**src/rtl/ram2p_arb_pkg.sv**
```systemverilog
// Shared types for the RAM-port arbiter: FSM states, read tag, width helper.
package ram2p_arb_pkg;

  typedef enum logic {S_CLEAR, S_RUN} state_t;

  // Tag index is sized for the largest supported NREQ (8)
  localparam int TAG_IW = 3;

  typedef struct packed {
    logic              vld;
    logic [TAG_IW-1:0] idx;
  } tag_t;

  function automatic int clog2(input int v);
    int r;
    r = 0;
    while ((1 << r) < v) r++;
    return r;
  endfunction

endpackage

```
**src/rtl/ram2p_arb_rr.sv**
```systemverilog
// Combinational round-robin picker: search starts just after last_grant.
module rr_arb
  import ram2p_arb_pkg::*;
#(
  parameter  int NREQ = 4,
  localparam int IW   = clog2(NREQ)
) (
  input  logic [NREQ-1:0] req,
  input  logic [IW-1:0]   last_grant,
  output logic [NREQ-1:0] grant,
  output logic [IW-1:0]   win
);

  logic [IW-1:0] idx;
  logic          found;

  always_comb begin
    grant = '0;
    win   = '0;
    idx   = '0;
    found = 1'b0;
    for (int k = 1; k <= NREQ; k++) begin
      idx = IW'((int'(last_grant) + k) % NREQ);
      if (!found && req[idx]) begin
        found      = 1'b1;
        grant[idx] = 1'b1;
        win        = idx;
      end
    end
  end

endmodule

```
**src/rtl/ram2p_arb.sv**
```systemverilog
// Shares one RAM port between NREQ requesters round-robin; zero-fills the RAM
// after reset, and returns read data two edges after the grant.
module ram2p_arb
  import ram2p_arb_pkg::*;
#(
  parameter int NREQ           = 4,
  parameter int DEPTH          = 256,
  parameter int AWID           = 8,
  parameter int DWID           = 16,
  parameter int CLEAR_ON_RESET = 1
) (
  input  logic                 clk,
  input  logic                 rst,
  input  logic [NREQ-1:0]      req_valid,
  input  logic [NREQ-1:0]      req_we,
  input  logic [NREQ*AWID-1:0] req_addr,
  input  logic [NREQ*DWID-1:0] req_din,
  output logic [NREQ-1:0]      req_ready,
  output logic [NREQ-1:0]      rsp_valid,
  output logic [DWID-1:0]      rsp_dout,
  output logic                 init_done,
  output logic                 mem__we,
  output logic [AWID-1:0]      mem__addr,
  output logic [DWID-1:0]      mem__din,
  input  logic [DWID-1:0]      mem__dout
);

  localparam int IW = clog2(NREQ);
  localparam int CW = clog2(DEPTH + 1);

  state_t          state;
  logic [CW-1:0]   cnt;
  logic [IW-1:0]   last_grant;
  logic [IW-1:0]   win;
  logic [NREQ-1:0] grant;
  logic            hs;
  tag_t [2:1]      tag_pipe;

  rr_arb #(.NREQ(NREQ)) u_rr (
    .req        (req_valid),
    .last_grant (last_grant),
    .grant      (grant),
    .win        (win)
  );

  assign req_ready = (state == S_RUN) ? grant : '0;
  assign hs        = |req_ready;
  assign rsp_valid = tag_pipe[2].vld ? (NREQ'(1) << tag_pipe[2].idx) : '0;
  assign rsp_dout  = mem__dout;

  always_ff @(posedge clk) begin
    if (rst) begin
      state      <= (CLEAR_ON_RESET != 0) ? S_CLEAR : S_RUN;
      init_done  <= (CLEAR_ON_RESET == 0);
      cnt        <= '0;
      last_grant <= IW'(NREQ - 1);
      mem__we    <= 1'b0;
      mem__addr  <= '0;
      mem__din   <= '0;
      tag_pipe   <= '0;
    end else begin
      tag_pipe[2] <= tag_pipe[1];
      tag_pipe[1] <= '0;
      mem__we     <= 1'b0;
      case (state)
        S_CLEAR: begin
          // cnt == DEPTH means the last address went out on the previous edge
          if (cnt == CW'(DEPTH)) begin
            state     <= S_RUN;
            init_done <= 1'b1;
          end else begin
            mem__we   <= 1'b1;
            mem__addr <= AWID'(cnt);
            mem__din  <= '0;
            cnt       <= cnt + CW'(1);
          end
        end
        S_RUN: begin
          if (hs) begin
            mem__we     <= req_we[win];
            mem__addr   <= req_addr[win*AWID +: AWID];
            mem__din    <= req_din[win*DWID +: DWID];
            last_grant  <= win;
            tag_pipe[1] <= '{vld: !req_we[win], idx: TAG_IW'(win)};
          end
        end
        default: state <= S_RUN;
      endcase
    end
  end

endmodule

```
**config.mk**
```make
export PLATFORM = sky130hd
export DESIGN_NAME = ram2p_arb
export DESIGN_NICKNAME = d
export VERILOG_FILES = /design/src/rtl/ram2p_arb_pkg.sv /design/src/rtl/ram2p_arb_rr.sv /design/src/rtl/ram2p_arb.sv
export SDC_FILE = /design/constraint.sdc
export NUM_CORES = 1
export LEC_CHECK = 0
export BUFFER_PORTS_ARGS = -buffer_cell sky130_fd_sc_hd__buf_2
export CAP_MARGIN = 20
export CORE_AREA = 4 4 84 86
export DETAILED_ROUTE_END_ITERATION = 8
export DIE_AREA = 0 0 88 90
export PLACE_DENSITY_LB_ADDON = 0.15
export SLEW_MARGIN = 5
export SYNTH_ARGS = -nofsm -noshare
export SYNTH_HDL_FRONTEND = slang
export SYNTH_SLANG_ARGS = --single-unit
```
**constraint.sdc**
```tcl
create_clock -name clk -period 10.51 [get_ports clk]
set_clock_uncertainty 0.2 [all_clocks]
set_input_delay 1.051 -clock clk [delete_from_list [all_inputs] [get_ports clk]]
set_output_delay 1.051 -clock clk [all_outputs]
set_load 0.01 [all_outputs]
```
==> metrics.md <==
| Metric | Value |
|---|---|
| Run status | complete, no violations |
| Final net count | 582 |
| Leakage | 1.735 nW |
| Psw | 0.00008885 W |
| Syn. warnings | 0 |
| Adder-Cell Fraction of Synth Area | 4.193% |
| PostCTS Resize Cnt | 0 |
| # IOs | between 150 and 200 |
| Worst-path clk slew | roughly 80 ps |
| Tcrit/Tclk final | a little over two fifths |
| Fill cells | 586 |
| Core Region | 6277 sq um |
| Gpl congestion | 0.8192 |
| Slew headroom | 42.90% |
| Clock tree sinks | between 40 and 50 |
| R2R setup slack | 6050 ps |
| Final cell count without fillers | around 530 |
| Post-synth EDFFs | 0 |
| Yosys cell types | 46 |
| Combinational family with the most area after synthesis | multiplexers |
| Initial core utilization | 47.54% |
| Synth top area cells | dfxtp_1 30%, mux2i_1 16%, nand2_1 5.9%, a32o_1 5.0%, buf_4 4.8% |
| Top cell type's share of synthesized area | 29.52% |
| Power after layout | 0.0003371 W |
| CTS tree | done |
| DRT Pass-1 Iters | 4 |
| Die area | 7920 sq um |
| CP required | about 11000 ps |
| DRC | 0 |
| Drt total wl | 7615 um |
| Share of layout cells above drive strength 1 | between 30% and 40% |
| Most frequent cells in the layout | 139 x buf_2, 49 x mux2i_1, 47 x nand2_1 |
| Max rail drop VDD | ~53 uV |
| Die span in x | 88 um |
| Worst Path Arrival | approximately 4500 ps |
| CTS Hold Bufs | 0 |
| Cell Count Post-Placement | 520 |
| PortBufs | 139 |
| DP HPWL | between 6000 and 7000 um |
| Sw frac | roughly a quarter |
| Placed cell area | 3555 sq um |
| Critical path endpoint category | flip-flop |
| Top FF cell, synth | dfxtp_1 |
| Antenna Diode Count | 0 |
| CTS Buf Count | 5 |
| DRT iter0 DRCs | 102 |
| Skew-Pair Late Insertion Delay | around 290 ps |
| Post-Syn Area | 2984 sq um |
| Clock Power Share | between 30 and 40% |
| Kind of critical path | reg -> reg |
| Initial antenna violation count | 0 |
| Clock Tree Buf Depth | 2 |
| Row count | 29 |
| RSZ-0062 raised after global routing | false |
| Most common cell after layout, fill and taps aside | buf_2 |
| Fin. Hold Viols | 0 |
| Ys async rst share | 0% |
| Pwr Density | 92.56 nW/um^2 |
| Largest net degree at the start of global routing | 33 |
| Setup TNS | 0 ps |
| H-tree depth | 2 |
| Routed Antenna Nets | 0 |
| Area Growth Syn to Fin | 22.05% |
| Max_cap viols | 0 |
| Area leader, netlist | dfxtp_1 |
| Crit Path Max Fanout | 20 |
| GRT Overall Usage | a little under a fifth |
| Min Tclk post-route | 4457 ps |
| First-pass GRT wire length | 11870 um |
| Post-synthesis sequential area ratio | between 20 and 30% |
| Sequential power share | between 50% and 60% |
| DR WL/cell | 14.42 um |
| Max-slew violation count | 0 |
| Synthesized-area fraction occupied by xor and xnor cells | 2.348% |
| Grt total ovfl | 0 |
| Synth Net Count | 474 |
| Hold WC Path Type | reg -> reg |
| Routed via count | 2763 |
| Synthesis-stage register bit count | 44 |
| Int Pwr | 0.0002483 W |
| Simple logic cell fraction of the synthesized area | 16.52% |
| Crit path launch type | flip-flop |
| Vias in the first global route | roughly 2500 |
| Mux cell area share after synthesis | 19.08% |
| Post CTS Setup Buffer Count | 0 |
| Clock root cell | clkbuf_8 |
| Final setup violation count | 0 |
| Combinational Power Share | between 10% and 20% |
| Finished Cell Area | 3642 sq um |
| Fmax | roughly 0.22 GHz |
| Slew @ Worst Pin | 856.0 ps |
| Post-Synthesis Cells | 342 |
| Vias per inst | 5.233 |
| Syn Area/Cell | 8.725 sq um |
| Compound-Gate Fraction of Synth Area | 17.86% |
| Die span in y | 90 um |
cell usage after synthesis (all sizes together) (5+ instances only):
| master | count |
|---|---|
| and2 | 7 |
| clkbuf | 9 |
| nor2b | 5 |
| nand2 | 47 |
| a221oi | 8 |
| a21oi | 5 |
| ha | 10 |
| xor2 | 5 |
| dfxtp | 44 |
| nor2 | 23 |
| mux2i | 49 |
| o22a | 9 |
| o21ai | 14 |
| a32o | 15 |
| buf | 31 |
| inv | 18 |
final timing paths:
check / end / cells after the start / startpoint
min reg2reg: tag_pipe[4] / 1 / tag_pipe[0]
max reg2reg: mem__din[9] / 9 / last_grant[0]
min: tag_pipe[4] / 1 / tag_pipe[0]
max: mem__din[9] / 9 / last_grant[0]
stage by stage:
step | hold WS (ps) | util, % | worst slack (ps)
CTS | 253.9 | 58.02 | 6076
global placement | 230.3 | 56.63 | 6148
floorplan | 213.8 | - | 6783
detailed placement | 225.6 | 56.63 | 6112
global route | 268.0 | 58.02 | 5718
finish | 247.0 | 58.02 | 6053
cells by family (layout without fill, tap and decap cells):
family                   after synthesis  in the layout
flip-flops                            44             44
multiplexers                          53             53
buffers and inverters                 59            168
AND/OR/NAND/NOR                      103            103
AO/OA/AOI/OAI                         65             65
adder cells (fa/ha/maj)               10             10
XOR/XNOR                               8              8
power groups by stage:
| stage | clock network, W | registers, W | logic (W) |
|---|---|---|---|
| 2_1_floorplan | 0 | 0.000174 | 0.0000443 |
| 3_3_place_gp | 0 | 0.000174 | 0.0000632 |
| 3_5_place_dp | 0 | 0.000174 | 0.0000642 |
| 4_1_cts | 0.000108 | 0.000170 | 0.0000643 |
| 5_1_grt | 0.000116 | 0.000170 | 0.0000710 |
| 6_report | 0.000103 | 0.000170 | 0.0000636 |
critical path, cell delays in order (launching register included):
cell and delay, ps:
dfxtp_1 790, inv_1 220, ha_1 490, mux4_2 390, nand2_1 90, o21ai_0 90
a221o_1 320, o41ai_4 800, and2_0 780, a32o_1 220
routing by layer:
layer  share of wire, %  vias up  GRT usage (%)  wire length (um)
li1                   -     1410              -                 -
met1                 41     1221          22.40              3141
met2                 47      125          30.40              3580
met3                 11        7          6.399               801
met4                1.2        0          5.371                91
met5                  0        -              0                 0
area by class of cell:
type,count,area (sq um),share of cell area [%]
multi-input cells,239,1795,49.30
repair buffers,141,710.7,19.51
clock buffers,5,68.82,1.889
flip-flops and latches,44,880.8,24.18
well taps,77,96.34,2.645
clock inverters,3,18.77,0.5153
inverters,19,71.32,1.958
registers in the layout (all words and copies together) (netlist names):
register    cells
mem__din       16
cnt             9
mem__addr       8
tag_pipe        6
last_grant      2
init_done       1
mem__we         1
state           1
Note: power is estimated with default switching activity, not from simulation.
